<file path="config.mk">
export PLATFORM = sky130hd
export DESIGN_NAME = stopwatch_ctrl_flat
export DESIGN_NICKNAME = d
export VERILOG_FILES = /design/src/rtl/stopwatch_ctrl_if.sv /design/src/rtl/stopwatch_ctrl.sv /design/src/flat_wrapper.sv
export SDC_FILE = /design/constraint.sdc
export NUM_CORES = 1
export LEC_CHECK = 0
export CAP_MARGIN = 25
export CORE_MARGIN = 1.5
export CORE_UTILIZATION = 45
export CTS_CLUSTER_DIAMETER = 200
export DETAILED_ROUTE_END_ITERATION = 10
export GPL_TIMING_DRIVEN = 0
export PLACE_DENSITY_LB_ADDON = 0.08
export SYNTH_ARGS = -nofsm -noshare
export SYNTH_HDL_FRONTEND = slang
export SYNTH_SLANG_ARGS = --single-unit
</file>
<file path="constraint.sdc">
create_clock -name sclk -period 1.95 [get_ports sclk]
set_input_delay 0.2925 -clock sclk [delete_from_list [all_inputs] [get_ports sclk]]
set_output_delay 0.2925 -clock sclk [all_outputs]
set_load 0.05 [all_outputs]
</file>
<file path="src/rtl/stopwatch_ctrl_if.sv">
// Stopwatch controller bus.
//   master: drives the divider rates, raw buttons and raw switches,
//           and reads back the BCD time, scan digit/anodes and running flag.
//   slave : the stopwatch controller itself.
interface stopwatch_ctrl_if;
  logic       clk_1hz, clk_2hz, clk_400hz;
  logic       btn_pause, btn_reset;
  logic       sw_adj, sw_sel;
  logic [3:0] min_tens, min_ones, sec_tens, sec_ones;
  logic [3:0] digit, an;
  logic       running;

  modport master (
    output clk_1hz, clk_2hz, clk_400hz, btn_pause, btn_reset, sw_adj, sw_sel,
    input  min_tens, min_ones, sec_tens, sec_ones, digit, an, running
  );
  modport slave (
    input  clk_1hz, clk_2hz, clk_400hz, btn_pause, btn_reset, sw_adj, sw_sel,
    output min_tens, min_ones, sec_tens, sec_ones, digit, an, running
  );
endinterface

</file>
<file path="src/rtl/stopwatch_ctrl.sv">
// Stopwatch controller: MM:SS BCD counter with pause/reset buttons, a
// field-adjust mode and a 4-digit multiplexed display scan.
//   sclk : 100 MHz system clock, only clock in the block
//   rst  : asynchronous active-high reset
//   bus  : stopwatch_ctrl_if.slave -- rate inputs (sampled as data), raw
//          buttons/switches in; BCD digits, scanned digit, active-low
//          anodes and running flag out (all registered).

// Per-button debouncer: accepts a level change after DEB_SAMPLES
// consecutive samples disagreeing with the current level; emits a
// 1-sclk press pulse on an accepted 0->1 change.
module stopwatch_debounce #(
  parameter int DEB_SAMPLES = 4
) (
  input  logic sclk,
  input  logic rst,
  input  logic smp,
  input  logic din,
  output logic press
);
  logic       level;
  logic [3:0] cnt;

  always_ff @(posedge sclk or posedge rst) begin
    if (rst) begin
      level <= 1'b0;
      cnt   <= '0;
      press <= 1'b0;
    end else begin
      press <= 1'b0;
      if (smp) begin
        if (din == level) cnt <= '0;
        else if (cnt == 4'(DEB_SAMPLES - 1)) begin
          level <= din;
          cnt   <= '0;
          press <= din;
        end else cnt <= cnt + 4'd1;
      end
    end
  end
endmodule

module stopwatch_ctrl #(
  parameter int DEB_SAMPLES = 4
) (
  input logic           sclk,
  input logic           rst,
  stopwatch_ctrl_if.slave bus
);
  typedef enum logic [1:0] {IDLE, RUN, PAUSE, ADJUST} state_t;

  // {sel, adj, btn_reset, btn_pause, r400, r2, r1}
  logic [6:0] raw, s1, s2;
  logic [2:0] rate_q;
  logic [2:0] tick;
  logic [1:0] press;
  logic       tick_1, tick_2, tick_400, pause_ev, reset_ev, adj_s, sel_s;

  state_t     state, state_n;
  logic [3:0] mt, mo, st, so;
  logic [3:0] an_q, digit_q;
  logic [1:0] idx;
  logic       blink, running_q;

  assign raw = {bus.sw_sel, bus.sw_adj, bus.btn_reset, bus.btn_pause,
                bus.clk_400hz, bus.clk_2hz, bus.clk_1hz};

  always_ff @(posedge sclk or posedge rst) begin
    if (rst) begin
      s1     <= '0;
      s2     <= '0;
      rate_q <= '0;
    end else begin
      s1     <= raw;
      s2     <= s1;
      rate_q <= s2[2:0];
    end
  end

  assign tick     = s2[2:0] & ~rate_q;
  assign tick_1   = tick[0];
  assign tick_2   = tick[1];
  assign tick_400 = tick[2];
  assign adj_s    = s2[5];
  assign sel_s    = s2[6];

  genvar g;
  for (g = 0; g < 2; g++) begin : g_deb
    stopwatch_debounce #(.DEB_SAMPLES(DEB_SAMPLES)) u_deb (
      .sclk (sclk),
      .rst  (rst),
      .smp  (tick_400),
      .din  (s2[3 + g]),
      .press(press[g])
    );
  end

  assign pause_ev = press[0];
  assign reset_ev = press[1];

  // Priority: reset_ev, then adjust-switch entry/exit, then pause_ev.
  always_comb begin
    state_n = state;
    if (reset_ev) state_n = adj_s ? ADJUST : IDLE;
    else begin
      case (state)
        IDLE:    if (adj_s) state_n = ADJUST; else if (pause_ev) state_n = RUN;
        RUN:     if (adj_s) state_n = ADJUST; else if (pause_ev) state_n = PAUSE;
        PAUSE:   if (adj_s) state_n = ADJUST; else if (pause_ev) state_n = RUN;
        ADJUST:  if (!adj_s) state_n = PAUSE;
        default: state_n = IDLE;
      endcase
    end
  end

  // Counting decisions use the current state, so a tick_1 landing on the
  // RUN->PAUSE edge still counts.
  always_ff @(posedge sclk or posedge rst) begin
    if (rst) begin
      state     <= IDLE;
      running_q <= 1'b0;
      {mt, mo, st, so} <= '0;
      blink     <= 1'b0;
      idx       <= '0;
      an_q      <= 4'b1110;
      digit_q   <= '0;
    end else begin
      state     <= state_n;
      running_q <= (state_n == RUN);

      if (reset_ev) {mt, mo, st, so} <= '0;
      else if (state == RUN && tick_1) begin
        if (so != 4'd9) so <= so + 4'd1;
        else begin
          so <= '0;
          if (st != 4'd5) st <= st + 4'd1;
          else begin
            st <= '0;
            if (mo != 4'd9) mo <= mo + 4'd1;
            else begin
              mo <= '0;
              mt <= (mt == 4'd5) ? 4'd0 : mt + 4'd1;
            end
          end
        end
      end else if (state == ADJUST && tick_2) begin
        // field wraps 59->00 on its own, no carry across fields
        if (sel_s) begin
          if (mo != 4'd9) mo <= mo + 4'd1;
          else begin
            mo <= '0;
            mt <= (mt == 4'd5) ? 4'd0 : mt + 4'd1;
          end
        end else begin
          if (so != 4'd9) so <= so + 4'd1;
          else begin
            so <= '0;
            st <= (st == 4'd5) ? 4'd0 : st + 4'd1;
          end
        end
      end

      if (reset_ev || state_n != ADJUST) blink <= 1'b0;
      else if (state == ADJUST && tick_2) blink <= ~blink;

      if (tick_400) idx <= idx + 2'd1;

      case (idx)
        2'd0:    digit_q <= so;
        2'd1:    digit_q <= st;
        2'd2:    digit_q <= mo;
        default: digit_q <= mt;
      endcase
      // blink is only ever set in ADJUST; idx[1] picks the minutes pair
      an_q <= (blink && (idx[1] == sel_s)) ? 4'b1111 : ~(4'b0001 << idx);
    end
  end

  assign bus.min_tens = mt;
  assign bus.min_ones = mo;
  assign bus.sec_tens = st;
  assign bus.sec_ones = so;
  assign bus.digit    = digit_q;
  assign bus.an       = an_q;
  assign bus.running  = running_q;
endmodule

</file>
<file path="src/flat_wrapper.sv">
// flat-port wrapper written by rule: the top's interface ports become plain ports
module stopwatch_ctrl_flat 
#(
  parameter int DEB_SAMPLES = 4
)
  (sclk, rst, bus_clk_1hz, bus_clk_2hz, bus_clk_400hz, bus_btn_pause, bus_btn_reset, bus_sw_adj, bus_sw_sel, bus_min_tens, bus_min_ones, bus_sec_tens, bus_sec_ones, bus_digit, bus_an, bus_running);
  stopwatch_ctrl_if bus_i ();
  input logic sclk;
  input logic rst;
  input wire logic [$bits(bus_i.clk_1hz)-1:0] bus_clk_1hz;
  input wire logic [$bits(bus_i.clk_2hz)-1:0] bus_clk_2hz;
  input wire logic [$bits(bus_i.clk_400hz)-1:0] bus_clk_400hz;
  input wire logic [$bits(bus_i.btn_pause)-1:0] bus_btn_pause;
  input wire logic [$bits(bus_i.btn_reset)-1:0] bus_btn_reset;
  input wire logic [$bits(bus_i.sw_adj)-1:0] bus_sw_adj;
  input wire logic [$bits(bus_i.sw_sel)-1:0] bus_sw_sel;
  output wire logic [$bits(bus_i.min_tens)-1:0] bus_min_tens;
  output wire logic [$bits(bus_i.min_ones)-1:0] bus_min_ones;
  output wire logic [$bits(bus_i.sec_tens)-1:0] bus_sec_tens;
  output wire logic [$bits(bus_i.sec_ones)-1:0] bus_sec_ones;
  output wire logic [$bits(bus_i.digit)-1:0] bus_digit;
  output wire logic [$bits(bus_i.an)-1:0] bus_an;
  output wire logic [$bits(bus_i.running)-1:0] bus_running;
  assign bus_i.clk_1hz = bus_clk_1hz;
  assign bus_i.clk_2hz = bus_clk_2hz;
  assign bus_i.clk_400hz = bus_clk_400hz;
  assign bus_i.btn_pause = bus_btn_pause;
  assign bus_i.btn_reset = bus_btn_reset;
  assign bus_i.sw_adj = bus_sw_adj;
  assign bus_i.sw_sel = bus_sw_sel;
  assign bus_min_tens = bus_i.min_tens;
  assign bus_min_ones = bus_i.min_ones;
  assign bus_sec_tens = bus_i.sec_tens;
  assign bus_sec_ones = bus_i.sec_ones;
  assign bus_digit = bus_i.digit;
  assign bus_an = bus_i.an;
  assign bus_running = bus_i.running;
  stopwatch_ctrl #(.DEB_SAMPLES(DEB_SAMPLES)) u_core (.sclk(sclk), .rst(rst), .bus(bus_i));
endmodule
</file>
==> summary.txt, run 1 <==
Drt
  • Wire per inst: 14.40 microns
  • Via density: 5.429
  • DRC viols: 0
  • Vias: 1938
  • Detail Route Antenna Nets: 0
  • DR pass1 iterations: 4
  • Detailed Route WL: between 5000 and 6000 microns
  • Detailed Route Iter0 Violations: 172

Die
  • Core area: around 5600 sq um
  • Initial Util: 47.66%
  • Die width: 80.30 microns
  • Die ar.: 6448 sq um
  • Number of top-level pins: 34
  • Num rows: 27
  • Die Y-Extent: 80.30 microns

Timing
  • Final min period: 1.895 ns
  • Max Fclk: between 500 and 600 MHz
  • Final Cycle Share: a little over nine tenths
  • Setup Viol. Count Final: 0
  • Worst clock skew: 0.004686 ns
  • Max Slew Vio Count: 0
  • Post-route setup TNS: 0 ns
  • Final hold violations: 0
  • RSZ-0062 raised after global routing: false
  • Max transition margin: 66.65%
  • Worst-Margin Slew: 0.4994 ns

Global route
  • Initial antenna violation count: 0
  • GR Layer Usage met1: about a quarter
  • GRT Overall Usage: between 15 and 20%
  • Met3 usage: under 10%
  • Pin count of the biggest net entering global routing: 41
  • Vias in the first global route: roughly 1.8k
  • M2 GR Usage: 25.97%
  • First-pass GRT wire length: 8797 microns
  • Gr ovfl total: 0
  • Top Usage Layer GRT: met2

Logic synthesis
  • Top cell type's share of synthesized area: 52.12%
  • Cell accounting for the most synthesized area: dfrtp_1
  • Ys Warns: 0
  • Synth area leaders: dfrtp_1 (52%), ha_1 (6.0%), nand2_1 (3.4%)
  • Primary FF master, synth: dfrtp_1
  • Cell area after synthesis: 2689 sq um
  • Library cells used by synthesis: 51
  • Asr flop ratio synth: 100.0%
  • Mean Syn Cell Area: 11.44 sq um
  • Post-synthesis sequential area ratio: 55.05%
  • Synth Instances: between 200 and 250
  • EDFF count, synth: 0
  • #FFs+latches synth: 59
  • Syn nets: roughly 260

Critical path
  • CP delay by family, top: buffers and inverters
  • Slowest Stage Delay on Critical Path: a little over 0.8 ns
  • Worst Path Arrival: around 1.6 ns
  • Slowest-stage cell, CP: clkdlybuf4s50_1
  • WP buf/inv: 1
  • WP data required: approximately 1.7 ns
  • WS Path Type: reg -> out
  • Worst-path fanout max: 6
  • Startpoint types: flop
  • Crit end category: primary output
  • Critical-path cell list: clkdlybuf4s50_1

Clock network
  • Clock root buffer: clkbuf_8
  • Skew-Pair Late Insertion Delay: 0.34 ns
  • Cts hold-fix bufs: 0
  • H-tree Lvls: 3
  • Clock sinks: 59
  • CTS max path bufs: 2
  • Total setup buffers inserted after CTS: 0
  • Num CTS Buffers: 9
  • Reg clk slew, reported paths: 0.07 ns
  • TritonCTS clock tree: done

Layout
  • Layout cells sized above 1: 12.28%
  • Final Non-Filler Cells: 357
  • FF+latch area: roughly 1500 sq um
  • Final #Nets: roughly 300
  • Area growth syn-to-layout: 25.27%
  • Multi-input gate area: roughly 1100 sq um
  • Diode count: 0
  • # fillers: 478

Pwr
  • Pleak: 1.524 nW
  • Pwr dens: 1389 nW/um^2
  • Max rail drop VDD: approximately 0.74 mV

Outcome
  • Status: finished, final reports clean

Placed design
  • GP Congestion: 0.7738
  • Placed wire-length estimate: 3628 microns
  • Placed cells: between 300 and 400
  • IO buf count: 33

Flow run
  • Maxcap violations: 0

Worst hold path
  • HP Class: in -> async
## power by group
| group | total [mW] | switching [mW] | internal, mW |
|---|---|---|---|
| combinational | 1.67 | 1.07 | 0.605 |
| clock | 1.27 | 0.485 | 0.788 |
| sequential | 1.73 | 0.247 | 1.49 |
## cell type report
cell class | instances | share of cell area (%)
clock inverters | 4 | 2.155
plain buffers | 7 | 1.746
clock buffers | 12 | 4.606
inverters | 14 | 1.560
repair buffers | 34 | 10.70
well taps | 72 | 2.675
flip-flops and latches | 59 | 43.98
multi-input cells | 155 | 32.58
## metal layers
| layer | vias up | share of wire [%] |
|---|---|---|
| met2 | 54 | 44 |
| met3 | 14 | 4.3 |
| li1 | 945 | - |
| met4 | 0 | 3.0 |
| met5 | - | 0 |
| met1 | 925 | 49 |
## registers in the layout (all words and copies together) (netlist names)
name and cells:
u_core.bus.running 1, u_core.rate_q 3, u_core.g_deb.u_deb.press 2, u_core.bus.min_ones 4, u_core.idx 2, u_core.bus.an 4
u_core.g_deb.u_deb.level 2, u_core.bus.min_tens 4, u_core.bus.digit 4, u_core.bus.sec_ones 4, u_core.s2 7, u_core.s1 7
u_core.state 2, u_core.blink 1, u_core.g_deb.u_deb.cnt 8, u_core.bus.sec_tens 4
## final timing paths
check	from	end	slack, ns	depth (start not counted)
max in group asynchronous	rst	u_core.bus.min_tens[1]$_DFFE_PP0P_	1.13	3
hold reg to reg	u_core.s1[3]$_DFF_PP0_	u_core.s2[3]$_DFF_PP0_	0.35	0
setup reg to reg	u_core.bus.min_ones[1]$_DFFE_PP0P_	u_core.bus.min_tens[3]$_DFFE_PP0P_	0.18	5
setup / recovery	u_core.bus.sec_ones[2]$_DFFE_PP0P_	bus_sec_ones[2]	0.06	1
hold / removal	rst	u_core.s2[5]$_DFF_PP0_	0.27	2
min in group sclk	u_core.s1[3]$_DFF_PP0_	u_core.s2[3]$_DFF_PP0_	0.35	0
## logic make-up (layout without fill, tap and decap cells)
group,after synthesis,count (layout),synth area share [%]
xor+xnor,5,5,1.629
simple gates,74,74,15.31
flops,59,59,55.05
buf+inv,21,71,4.141
compound gates,54,54,14.38
mux,9,9,3.444
fa+ha+maj,13,13,6.049
## synthesized netlist by cell type, types with 2 or more instances
cell      count
xnor2_1       4
o21ai_0      17
nor3_1        2
dfstp_2       3
inv_1        14
a21o_2        2
a222oi_1      4
nor2b_1       4
a21oi_1       6
nand3_1      10
buf_6         3
and3_1        2
nand4_1       4
nor2_1        7
mux2_2        2
nand2b_1      4
clkbuf_1      2
nand2_1      24
mux2i_1       7
or4_1         3
nor3b_1       4
ha_1         13
o21bai_1      2
o31ai_1       7
nand3b_1      2
o22ai_1       2
dfrtp_1      56
o311ai_0      2
## through the flow
| step | setup WS (ns) | area, sq um | util (%) | power, mW | hold WS (ns) |
|---|---|---|---|---|---|
| 2_1_floorplan | 0.01369 | 2690 | - | 2.933 | 0.3239 |
| 3_3_place_gp | -1.017 | 3110 | 55.13 | 3.435 | 0.3322 |
| 3_5_place_dp | 0.2005 | 3131 | 55.49 | 3.464 | 0.3373 |
| 4_1_cts | 0.001825 | 3351 | 59.39 | 4.717 | 0.2758 |
| 5_1_grt | 0.01065 | 3368 | 59.70 | 4.952 | 0.3285 |
| 6_report | 0.05502 | 3368 | 59.70 | 4.679 | 0.2702 |
## repair_timing
action / CTS / global route
endpoints found under the setup margin: 6 / 7
pin swaps: 0 / 0
resized for setup: 6 / 7
## placed cells by master, fill, tap and decap left out, types with 7 or more instances in the layout
| cell type | synthesis | layout |
|---|---|---|
| nor2_1 | 7 | 7 |
| clkbuf_8 | 1 | 12 |
| mux2i_1 | 7 | 7 |
| clkdlybuf4s50_1 | 0 | 20 |
| inv_1 | 14 | 13 |
| dlymetal6s2s_1 | 0 | 7 |
| ha_1 | 13 | 13 |
| nand3_1 | 10 | 10 |
| o31ai_1 | 7 | 7 |
| o21ai_0 | 17 | 17 |
| dfrtp_1 | 56 | 55 |
| nand2_1 | 24 | 24 |
Power figures use the tool's default switching activity.
==> run 2, diff against run 1 <==
- CORE_UTILIZATION: 45 -> 55
==> summary.txt, run 2 (same netlist as run 1, synthesis figures left out) <==
Outcome
  • Status: finished, final reports clean

Critical path
  • WP data required: 1.66 ns
  • R2R depth: 6
  • Critical-path cell list: clkdlybuf4s50_1
  • FF-to-FF End: u_core.bus.min_tens[1]$_DFFE_PP0P_
  • Slowest-stage cell, CP: clkdlybuf4s50_1
  • Worst Path Arrival: 1.62 ns
  • Slowest Stage Delay on Critical Path: about 0.84 ns
  • WS Path Type: reg -> out
  • Reg2reg setup slack: approximately 0.2 ns
  • Startpoint types: flop
  • CP delay by family, top: buffers and inverters
  • Crit end category: primary output
  • WP buf/inv: 1
  • Reg-to-Reg Start: u_core.bus.sec_tens[1]$_DFFE_PP0P_
  • Worst-path fanout max: 6

Placed design
  • Cell Area, Placed: around 3100 sq um
  • GP Congestion: 0.8106
  • IO buf count: 33
  • Placed wire-length estimate: between 3000 and 4000 microns
  • Placed cells: between 300 and 400

Drt
  • DR pass1 iterations: 5
  • DRC viols: 0
  • Wire per inst: 14.03 microns
  • Vias: 1960
  • Detail Route Antenna Nets: 0
  • Via density: between 5 and 6
  • Detailed Route WL: 4940 microns
  • Detailed Route Iter0 Violations: 239

Die
  • Die ar.: 5317 sq um
  • Number of top-level pins: 34
  • Initial Util: 56.93%
  • Core area: 4723 sq um
  • Num rows: 25
  • Die width: 72.92 microns
  • Die Y-Extent: 72.92 microns

Worst hold path
  • HP Class: in -> async

Global route
  • First-pass GRT wire length: roughly 8400 microns
  • Pin count of the biggest net entering global routing: 39
  • Initial antenna violation count: 0
  • GRT Overall Usage: 21.09%
  • Vias in the first global route: between 1.5k and 2k
  • Gr ovfl total: 0

Layout
  • Final #Nets: 302
  • Final Util: 69.64%
  • Area growth syn-to-layout: 22.34%
  • Top reg by flops: u_core.g_deb.u_deb.cnt
  • Diode count: 0
  • Top flop regs: u_core.g_deb.u_deb.cnt x8, u_core.s1 x7, u_core.s2 x7
  • Layout cells sized above 1: 11.93%
  • # fillers: around 360
  • Most common cell after layout, fill and taps aside: dfrtp_1
  • Most frequent cells in the layout: dfrtp_1 (55), nand2_1 (24), clkdlybuf4s50_1 (21)
  • Final Non-Filler Cells: 352
  • Final instance area: 3289 sq um
  • Max reg flops: 8

Clock network
  • H-tree Lvls: 3
  • Skew-Pair Late Insertion Delay: around 0.33 ns
  • Reg clk slew, reported paths: 0.07 ns
  • TritonCTS clock tree: done
  • Num CTS Buffers: 9
  • Clock sinks: 59
  • Cts hold-fix bufs: 0
  • CTS max path bufs: 2
  • Clock root buffer: clkbuf_8

Pwr
  • Pwr dens: roughly 1300 nW/um^2
  • Max rail drop VDD: just over 0.6 mV
  • Tot Pwr: 4.319 mW
  • Pleak: between 1 and 1.5 nW

Timing
  • RSZ-0062 raised after global routing: false
  • Post-route setup TNS: 0 ns
  • Worst-Margin Slew: 0.5070 ns
  • Setup Viol. Count Final: 0
  • Final hold violations: 0
  • Worst clock skew: 0.01196 ns
  • Final min period: approximately 1.9 ns
  • Max Slew Vio Count: 0
  • Max transition margin: 66.15%
  • Max Fclk: 521.7 MHz
  • Final Cycle Share: 98.30%

Flow run
  • Maxcap violations: 0
run 2: per-layer routing:
metal  vias to the layer above  part of all wire, %  global-route usage, %
met5                         -                    0                      0
met4                         0                  1.7                  10.69
met3                         9                  4.6                  6.768
met2                        63                   47                  31.50
met1                       947                   47                  27.71
li1                        941                    -                      -
run 2: power by group:
group	internal [mW]	total (mW)	switching (mW)
combinational	0.599	1.67	1.07
clock	0.454	0.916	0.462
sequential	1.49	1.73	0.247
total	2.54	4.32	1.78
run 2: metrics by stage:
stage,setup slack [ns],hold slack [ns]
after floorplan,0.01369,0.3239
after global placement,-0.9537,0.3316
after detailed placement,0.2134,0.3347
after CTS,0.005706,0.2953
after global routing,0.002153,0.3255
final,0.03306,0.2920
run 2: cell type report:
class | count | area, sq um | area share [%]
Inverter | 14 | 52.55 | 1.598
Timing Repair Buffer | 34 | 354.1 | 10.76
Clock buffer | 11 | 131.4 | 3.994
Clock inverter | 5 | 30.03 | 0.9129
Tap cell | 67 | 83.83 | 2.549
Buffer | 7 | 58.81 | 1.788
Sequential cell | 59 | 1481 | 45.04
Multi-Input combinational cell | 155 | 1097 | 33.36
run 2: worst max-delay path by stage:
stage	from	cells past startpoint	slack, ns	end
after floorplan	u_core.bus.min_ones[0]$_DFFE_PP0P_	4	0.01	u_core.bus.min_tens[3]$_DFFE_PP0P_
after global placement	rst	2	-0.95	u_core.bus.min_tens[1]$_DFFE_PP0P_
after detailed placement	u_core.bus.min_ones[1]$_DFFE_PP0P_	5	0.21	u_core.bus.min_tens[3]$_DFFE_PP0P_
after CTS	u_core.bus.sec_tens[0]$_DFFE_PP0P_	1	0.006	bus_sec_tens[0]
after global routing	u_core.bus.sec_tens[1]$_DFFE_PP0P_	1	0.002	bus_sec_tens[1]
final	u_core.bus.sec_tens[1]$_DFFE_PP0P_	1	0.03	bus_sec_tens[1]
run 2: repair_timing:
item	CTS	global route
resized for setup	7	5
setup endpoints to repair	7	5
pin swaps	0	0
setup buffers	0	0
gates cloned	0	0
